==> config.mk <==
export PLATFORM = sky130hd
export DESIGN_NAME = pong_game_ctrl_flat
export DESIGN_NICKNAME = d
export VERILOG_FILES = /design/src/rtl/pong_pkg.sv /design/src/rtl/pong_game_ctrl_if.sv /design/src/rtl/pong_edge_det.sv /design/src/rtl/pong_game_ctrl.sv /design/src/flat_wrapper.sv
export SDC_FILE = /design/constraint.sdc
export NUM_CORES = 1
export LEC_CHECK = 0
export BUFFER_PORTS_ARGS = -buffer_cell sky130_fd_sc_hd__buf_4
export CAP_MARGIN = 25
export CORE_ASPECT_RATIO = 0.8
export CORE_UTILIZATION = 40
export DETAILED_ROUTE_END_ITERATION = 8
export HOLD_SLACK_MARGIN = 0.05
export PLACE_DENSITY = 0.64
export SLEW_MARGIN = 15
export SYNTH_ARGS = -nofsm -noshare
export SYNTH_HDL_FRONTEND = slang
export SYNTH_SLANG_ARGS = --single-unit
==> constraint.sdc <==
create_clock -name clk -period 4.3 [get_ports clk]
set_clock_uncertainty 0.2 [all_clocks]
set_input_delay 0.215 -clock clk [delete_from_list [all_inputs] [get_ports clk]]
set_output_delay 0.215 -clock clk [all_outputs]
set_load 0.1 [all_outputs]
==> src/rtl/pong_pkg.sv <==
// Shared definitions for the pong game-flow sequencer: state codes,
// default score width and frame-counter width.
package pong_pkg;

    localparam int SCORE_W_DEF = 4;
    localparam int FCNT_W      = 8;

    typedef enum logic [2:0] {
        ST_IDLE  = 3'd0,
        ST_SERVE = 3'd1,
        ST_PLAY  = 3'd2,
        ST_POINT = 3'd3,
        ST_OVER  = 3'd4
    } state_e;

endpackage

==> src/rtl/pong_game_ctrl_if.sv <==
// Signal bundle between the game-flow sequencer and the pong datapath.
// There is no valid/ready handshake: every input is a level or pulse
// sampled on each clk edge, and every output follows the sequencer's
// registered state, so a consumer may sample any output on any cycle.
interface pong_game_ctrl_if #(
    parameter int SCORE_W = pong_pkg::SCORE_W_DEF
);
    logic               vsync;
    logic               start;
    logic               miss_left;
    logic               miss_right;
    logic               ball_run;
    logic               ball_center;
    logic               serve_dir;
    logic [SCORE_W-1:0] score1;
    logic [SCORE_W-1:0] score2;
    logic [2:0]         state;
    logic               game_over;
    logic               winner;

    // Sequencer side
    modport master (
        input  vsync, start, miss_left, miss_right,
        output ball_run, ball_center, serve_dir, score1, score2,
               state, game_over, winner
    );

    // Datapath / stimulus side
    modport slave (
        output vsync, start, miss_left, miss_right,
        input  ball_run, ball_center, serve_dir, score1, score2,
               state, game_over, winner
    );
endinterface

==> src/rtl/pong_edge_det.sv <==
// Registered rising-edge detector. The history flop resets to 1 so an
// input already high at reset release does not register as an edge.
module pong_edge_det (
    input  logic clk,
    input  logic rst_n,
    input  logic d,
    output logic rise
);
    logic d_q;

    // Remember the previous sample of the input
    always_ff @(posedge clk or negedge rst_n) begin
        if (!rst_n) d_q <= 1'b1;
        else        d_q <= d;
    end

    assign rise = d & ~d_q;
endmodule

==> src/rtl/pong_game_ctrl.sv <==
// Game-flow sequencer for pong: IDLE -> SERVE -> PLAY -> POINT -> ... -> OVER.
// Holds both scores, the serve direction and the winner, and gates the
// ball engine through ball_run / ball_center.
module pong_game_ctrl
    import pong_pkg::*;
#(
    parameter int SCORE_W      = SCORE_W_DEF,
    parameter int WIN_SCORE    = 7,
    parameter int SERVE_FRAMES = 60,
    parameter int POINT_FRAMES = 30
) (
    input  logic                 clk,
    input  logic                 rst_n,
    pong_game_ctrl_if.master     bus
);
    localparam logic [FCNT_W-1:0]  SERVE_LAST = FCNT_W'(SERVE_FRAMES - 1);
    localparam logic [FCNT_W-1:0]  POINT_LAST = FCNT_W'(POINT_FRAMES - 1);
    localparam logic [SCORE_W-1:0] WIN_VAL    = SCORE_W'(WIN_SCORE);
    localparam logic [SCORE_W-1:0] ONE        = SCORE_W'(1);

    logic frame_tick;
    logic start_pe;

    state_e              state_q,     state_d;
    logic [FCNT_W-1:0]   cnt_q,       cnt_d;
    logic [SCORE_W-1:0]  score1_q,    score1_d;
    logic [SCORE_W-1:0]  score2_q,    score2_d;
    logic                serve_dir_q, serve_dir_d;
    logic                winner_q,    winner_d;

    pong_edge_det u_vsync_edge (
        .clk   (clk),
        .rst_n (rst_n),
        .d     (bus.vsync),
        .rise  (frame_tick)
    );

    pong_edge_det u_start_edge (
        .clk   (clk),
        .rst_n (rst_n),
        .d     (bus.start),
        .rise  (start_pe)
    );

    // Next-state, frame counting and score bookkeeping
    always_comb begin
        state_d     = state_q;
        cnt_d       = cnt_q;
        score1_d    = score1_q;
        score2_d    = score2_q;
        serve_dir_d = serve_dir_q;
        winner_d    = winner_q;

        case (state_q)
            ST_IDLE: begin
                if (start_pe) state_d = ST_SERVE;
            end
            ST_SERVE: begin
                if (frame_tick) begin
                    if (cnt_q == SERVE_LAST) state_d = ST_PLAY;
                    else                     cnt_d   = cnt_q + 1'b1;
                end
            end
            ST_PLAY: begin
                if (bus.miss_right && !bus.miss_left) begin
                    score1_d    = score1_q + ONE;
                    serve_dir_d = 1'b1;
                    state_d     = ST_POINT;
                end else if (bus.miss_left && !bus.miss_right) begin
                    score2_d    = score2_q + ONE;
                    serve_dir_d = 1'b0;
                    state_d     = ST_POINT;
                end else if (bus.miss_left && bus.miss_right) begin
                    // Simultaneous misses: replay the point without scoring
                    state_d = ST_POINT;
                end
            end
            ST_POINT: begin
                if (frame_tick) begin
                    if (cnt_q == POINT_LAST) begin
                        if (score1_q == WIN_VAL || score2_q == WIN_VAL) begin
                            state_d  = ST_OVER;
                            winner_d = (score2_q == WIN_VAL);
                        end else begin
                            state_d = ST_SERVE;
                        end
                    end else begin
                        cnt_d = cnt_q + 1'b1;
                    end
                end
            end
            ST_OVER: begin
                if (start_pe) begin
                    score1_d    = '0;
                    score2_d    = '0;
                    serve_dir_d = 1'b0;
                    state_d     = ST_SERVE;
                end
            end
            default: state_d = ST_IDLE;
        endcase

        // Every phase starts counting frames from zero
        if (state_d != state_q) cnt_d = '0;
    end

    // State and datapath registers
    always_ff @(posedge clk or negedge rst_n) begin
        if (!rst_n) begin
            state_q     <= ST_IDLE;
            cnt_q       <= '0;
            score1_q    <= '0;
            score2_q    <= '0;
            serve_dir_q <= 1'b0;
            winner_q    <= 1'b0;
        end else begin
            state_q     <= state_d;
            cnt_q       <= cnt_d;
            score1_q    <= score1_d;
            score2_q    <= score2_d;
            serve_dir_q <= serve_dir_d;
            winner_q    <= winner_d;
        end
    end

    assign bus.state       = state_q;
    assign bus.ball_run    = (state_q == ST_PLAY);
    assign bus.ball_center = (state_q != ST_PLAY);
    assign bus.game_over   = (state_q == ST_OVER);
    assign bus.score1      = score1_q;
    assign bus.score2      = score2_q;
    assign bus.serve_dir   = serve_dir_q;
    assign bus.winner      = winner_q;
endmodule

==> src/flat_wrapper.sv <==
// flat-port wrapper written by rule: the top's interface ports become plain ports
module pong_game_ctrl_flat import pong_pkg::*;
#(
    parameter int SCORE_W      = SCORE_W_DEF,
    parameter int WIN_SCORE    = 7,
    parameter int SERVE_FRAMES = 60,
    parameter int POINT_FRAMES = 30
)
  (clk, rst_n, bus_vsync, bus_start, bus_miss_left, bus_miss_right, bus_ball_run, bus_ball_center, bus_serve_dir, bus_score1, bus_score2, bus_state, bus_game_over, bus_winner);
  pong_game_ctrl_if #(.SCORE_W(SCORE_W)) bus_i ();
  input  logic clk;
  input  logic rst_n;
  input wire logic [$bits(bus_i.vsync)-1:0] bus_vsync;
  input wire logic [$bits(bus_i.start)-1:0] bus_start;
  input wire logic [$bits(bus_i.miss_left)-1:0] bus_miss_left;
  input wire logic [$bits(bus_i.miss_right)-1:0] bus_miss_right;
  output wire logic [$bits(bus_i.ball_run)-1:0] bus_ball_run;
  output wire logic [$bits(bus_i.ball_center)-1:0] bus_ball_center;
  output wire logic [$bits(bus_i.serve_dir)-1:0] bus_serve_dir;
  output wire logic [$bits(bus_i.score1)-1:0] bus_score1;
  output wire logic [$bits(bus_i.score2)-1:0] bus_score2;
  output wire logic [$bits(bus_i.state)-1:0] bus_state;
  output wire logic [$bits(bus_i.game_over)-1:0] bus_game_over;
  output wire logic [$bits(bus_i.winner)-1:0] bus_winner;
  assign bus_i.vsync = bus_vsync;
  assign bus_i.start = bus_start;
  assign bus_i.miss_left = bus_miss_left;
  assign bus_i.miss_right = bus_miss_right;
  assign bus_ball_run = bus_i.ball_run;
  assign bus_ball_center = bus_i.ball_center;
  assign bus_serve_dir = bus_i.serve_dir;
  assign bus_score1 = bus_i.score1;
  assign bus_score2 = bus_i.score2;
  assign bus_state = bus_i.state;
  assign bus_game_over = bus_i.game_over;
  assign bus_winner = bus_i.winner;
  pong_game_ctrl #(.SCORE_W(SCORE_W), .WIN_SCORE(WIN_SCORE), .SERVE_FRAMES(SERVE_FRAMES), .POINT_FRAMES(POINT_FRAMES)) u_core (.clk(clk), .rst_n(rst_n), .bus(bus_i));
endmodule
Yosys cells after proc, flatten, opt, wreduce, memory -nomap -nowiden
Index checks and enable logic that the tools add are counted.

storage, ports and cells
  register bits after elaboration = 23
  input port bits = 6
  logic and storage cells = 75

operators by class
  $add $sub $neg = 3
  eq/ne operators = 19
  multiplexer cells = 26
  bitwise operators = 4
  reduce and logical (&&, ||, !) cells = 15

operators by type and width
  cell                                                                    number
  8-bit 2-to-1 mux                                                        5
  3-bit 2-to-1 mux                                                        9
  4-bit 2-to-1 mux                                                        4
  4-bit case mux with 2 select lines                                      2
  8-bit case mux with 2 select lines                                      1
  3-bit case mux with 4 select lines                                      1
  3-bit by 1-bit != test with 1-bit output (second input constant)        3
  4-bit by 1-bit adder with 4-bit output (second input constant)          2
  8-bit by 1-bit adder with 8-bit output (second input constant)          1
  4-bit by 3-bit equality test with 1-bit output (second input constant)  2
  8-bit by 5-bit equality test with 1-bit output (second input constant)  1
  8-bit by 6-bit equality test with 1-bit output (second input constant)  1
  4-bit AND reduction                                                     2
  3-bit by 2-bit equality test with 1-bit output (second input constant)  2
  2-bit by 1-bit != test with 1-bit output (second input constant)        3
  3-bit != test (second input constant)                                   2
  3-bit AND reduction                                                     2
  5-bit AND reduction                                                     1
  3-bit by 1-bit equality test with 1-bit output (second input constant)  1
  3-bit equality test (second input constant)                             1
  1-bit logical AND                                                       3
  3-bit zero test                                                         1
  1-bit 2-to-1 mux                                                        3
  3-bit by 2-bit != test with 1-bit output (second input constant)        1
  10 further kinds                                                        13

Depth between registers and ports, before layout
  depth after elaboration = 9
  gate-level depth with buffers = 8

Cells and area by module
A second synthesis with hierarchy kept.

unflattened totals
  cell total of the unflattened synthesis = 129
  area total of the unflattened synthesis = 1266.2 um2

by module, submodules not included
  module          times used  cells an instance  area each (um2)
  pong_game_ctrl  1           125                1186.1
  pong_edge_det   2           2                  40.0

Worst setup path after synthesis
No wires, ideal clock.

  kind = register to register
  from = reg u_core.state_q[1] (netlist: u_core.bus.state[1])
  to = reg u_core.score1_q[2] (netlist: u_core.bus.score1[2])
  data arrival time = 2408 ps
  data required time = 3972 ps
  path slack = 1563 ps
  stages on the path, launching flop included = 9
  period minus slack after synthesis = 2737 ps
  cells stage by stage = dfrtp_1 buf_6 or3b_1 buf_2 clkinv_2 mux2i_2 nor3b_2 xnor2_1 nor2_1

between the ends
  word-level cells in the longest chain between the ends = 3
  elaborated cells between the ends (all ways) = 7

RTL lines
  what                                                                                      RTL line               RTL
  start: declaration                                                                        pong_game_ctrl.sv:24   state_e state_q, state_d;
  start signal: assignment                                                                  pong_game_ctrl.sv:117  state_q <= state_d;
  3-bit equality test (*)                                                                   --
  named net bus_game_over                                                                   flat_wrapper.sv:23     output wire logic [$bits(bus_i.game_over)-1:0] bus_game_over;
  2-bit by 1-bit != test with 1-bit output (no line) or 2-bit nonzero test (tied branches)  --
  3-bit AND reduction (no line)                                                             --
  end signal: assignment                                                                    pong_game_ctrl.sv:119  score1_q <= score1_d;
  end: declaration                                                                          pong_game_ctrl.sv:26   logic [SCORE_W-1:0] score1_q, score1_d;

Mark *: on every way through the listed nets, which the timed path passes. The rest lies on a longest branch.
A chain may end at the register's enable or synchronous reset.

Worst setup path after layout
  from = reg u_core.state_q[1] (netlist: u_core.bus.state[1])
  to = out bus_ball_run

between the ends
  word-level cells in the longest chain between the ends = 1

RTL lines
  what                                            RTL line               RTL
  3-bit by 2-bit equality test with 1-bit output  pong_game_ctrl.sv:127  assign bus.ball_run = (state_q == ST_PLAY);
  end: declaration                                flat_wrapper.sv:17     output wire logic [$bits(bus_i.ball_run)-1:0] bus_ball_run;

No other way between the ends.

==> metrics.md <==
| Metric | Value |
|---|---|
| Status | complete, no violations |
| Syn-to-layout area delta | 19.36% |
| Max FO, Critical Path | 12 |
| Slew Limit Fails | 0 |
| WL final | 2641 um |
| Switch share | 49.74% |
| Core Footprint | about 3100 um2 |
| PostCTS Resize Cnt | 0 |
| CTS H-Tree Depth | 1 |
| Layout cell share with drive strength beyond 1 | around a quarter |
| Grt peak-use layer | met1 |
| Worst Setup End Kind | output port |
| CTS tree | built |
| Max VDD drop | 0.3095 mV |
| Worst-Skew Late Latency | around 0.26 ns |
| Final worst slack | around 2.1 ns |
| Drt first pass iters | 4 |
| DRC | 0 |
| Placed insts | 189 |
| Arrival @ worst endpoint | roughly 1.8 ns |
| Yosys reg bits | 23 |
| Area contributors post-synth | dfrtp_1 (40%), nor2_1 (5.9%), ha_1 (5.7%), xor2_1 (5.3%), dfstp_2 (4.0%) |
| Main combinational cell family by area after synthesis | simple AND/OR/NAND/NOR gates |
| Initial antenna violation count | 0 |
| Most frequent cells in the layout | nor2_1 (21), buf_4 (21), dfrtp_1 (21) |
| Worst-path clk slew | 0.08 ns |
| Fin cells | 196 |
| Met2 Use GR | 22.96% |
| Worst slack at placement | approximately 2.1 ns |
| Seq/Total Area, Yosys | 43.63% |
| Root buf cell | clkbuf_8 |
| Syn. warnings | 0 |
| Clock sinks | 23 |
| Port bufs | 21 |
| Compound-Gate Fraction of Synth Area | between 10% and 20% |
| Final setup viols | 0 |
| Met1 usage | roughly 25% |
| Die Y | 53.48 um |
| Number of buffers created by CTS | 3 |
| Synth Flop Type | dfrtp_1 |
| Avg Vias per Cell | about 5.4 |
| WL/cell | between 10 and 15 um |
| Maximum clock insertion buffer count | 2 |
| Largest net degree at the start of global routing | 24 |
| Final ANT Viol Nets | 0 |
| Starting density of the core | 42.33% |
| Clock power share | 15.7% |
| Total grt overflow | 0 |
| Element type at the critical path start | register |
| Final worst-path cycle share | between 50 and 60% |
| Area of placed instances | 1505 um2 |
| Ant diodes | 0 |
| Synth Instances | between 100 and 150 |
| Min Clock Period, post-route | 2.234 ns |
| Final Hold Viols | 0 |
| HPWL Detailed | between 1500 and 2000 um |
| Combinational power share | between 40% and 50% |
| Post-synthesis mux area share | roughly 2.6% |
| Nets | 169 |
| Yosys top cell by area | dfrtp_1 |
| Global-route wire length before repair | 4278 um |
| Post-Synth Adder-Cell Area | 5.666% |
| GRT Resource Usage Total | 16.32% |
| Die ar. | 3548 um2 |
| Net Count, Synth | roughly 140 |
| Worst Tran Pin Value | 0.5051 ns |
| GP Congestion | between 0.8 and 0.9 |
| Fraction of the mapped netlist area in simple logic gates | approximately a quarter |
| RSZ-0062 raised after global routing | false |
| Flop pwr share | about 38% |
| Kind of critical path | reg -> out |
| M3 GR Usage | roughly 3.9% |
| Die Span X | 66.35 um |
| Yosys cell types | 42 |
| Synth top area share | between 30 and 40% |
| Number of global-route vias before repair | 913 |
| FMAX | between 400 and 500 MHz |
| Via count | ~1100 |
| Slew HR | 66.17% |
| Power per cell area | roughly 540 nW/um2 |
| Max-Cap Viols | 0 |
| Number of synthesized flops with an enable pin | 0 |
| Pleak | about 0.74 nW |
| Int Power | between 0.4 and 0.5 mW |
| Psw | around 0.42 mW |
| HP Class | in -> async |
| IO Count | 22 |
| Async SR Flop Fraction | 100.0% |
| Setup_tns | 0 ns |
| Worst endpoint required time | 3.88 ns |
| Tot Pwr | 0.8476 mW |
| Syn avg cell area | roughly 10 um2 |
| Xor and xnor area share after synthesis | between 7 and 8% |
| Final Cell Area | around 1600 um2 |
| Post-Syn Area | ~1300 um2 |
| DR iter-0 viols | 42 |
| Row count | 18 |
[sequential cells by signal, summed over array words and instances (netlist names)]
signal                   flops
u_core.u_vsync_edge.d_q      1
u_core.bus.score2            4
u_core.bus.serve_dir         1
u_core.bus.score1            4
u_core.bus.winner            1
u_core.u_start_edge.d_q      1
u_core.bus.state             3
u_core.cnt_q                 8
[layer usage]
metal  up-vias  part of all wire [%]
met1       510                    53
met3         2                   5.3
met2        32                    41
met5         -                     0
met4         0                  0.61
li1        508                     -
[repair_timing]
item | in CTS | in global routing
endpoints found under the hold margin | 25 | 0
hold buffers | 3 | 0
setup buffers | 0 | 0
[power groups by stage]
stage	clock network, mW	registers, mW	logic, mW
global placement	0	0.317	0.391
finish	0.133	0.319	0.396
floorplan	0	0.494	0.135
CTS	0.138	0.318	0.398
global route	0.147	0.326	0.419
detailed placement	0	0.321	0.395
[worst paths after layout]
path                                      start                       to  slack, ns  cells after the start
max                         u_core.bus.state[1]             bus_ball_run       2.07                      3
min                                       rst_n          u_core.cnt_q[1]       0.18                      2
max reg2reg                     u_core.cnt_q[1]          u_core.cnt_q[1]       2.09                      7
min reg2reg                u_core.bus.serve_dir     u_core.bus.serve_dir       0.31                      1
max in group asynchronous                 rst_n  u_core.u_vsync_edge.d_q       3.44                      2
min in group clk                  bus_miss_left      u_core.bus.state[1]       0.25                      4
[metrics by stage]
stage | hold slack, ns | utilization, %
floorplan | -0.2806 | -
global placement | -0.07328 | 48.08
detailed placement | -0.07027 | 48.08
CTS | 0.1787 | 50.52
global route | 0.1924 | 50.52
finish | 0.1782 | 50.52
[synthesized netlist by cell type, types with 2 or more instances]
| cell type | instances |
|---|---|
| a21oi_2 | 2 |
| a31oi_1 | 3 |
| and3_1 | 2 |
| buf_6 | 2 |
| dfrtp_1 | 21 |
| dfstp_2 | 2 |
| ha_1 | 6 |
| inv_1 | 8 |
| nand2_1 | 5 |
| nand2b_1 | 2 |
| nand3_1 | 2 |
| nand4_1 | 7 |
| nor2_1 | 21 |
| nor2b_1 | 2 |
| nor3_1 | 2 |
| o21ai_0 | 7 |
| o31ai_1 | 2 |
| or3b_1 | 2 |
| xnor2_1 | 3 |
| xor2_1 | 8 |
[kinds of logic (layout without fill, tap and decap cells)]
logic type	after synthesis	in the layout
XOR/XNOR	11	11
buffers and inverters	12	37
AO/OA/AOI/OAI	21	21
adder cells (fa/ha/maj)	6	6
flip-flops	23	23
multiplexers	3	3
AND/OR/NAND/NOR	55	55
[area by class of cell]
cell class / count / area, um2
Tap cell: 40 / 50.05
Multi-Input combinational cell: 96 / 684.4
Inverter: 9 / 35.03
Fill cell: 290 / 1549
Timing Repair Buffer: 24 / 187.7
Sequential cell: 23 / 578.1
Clock inverter: 1 / 5.005
Clock buffer: 3 / 41.29
[critical path, cell delays in order (launching register included)]
cell and delay, ns:
dfrtp_1 0.57, or3b_1 0.56, inv_1 0.13, buf_4 0.29
Note: power is estimated with default switching activity, not from simulation.
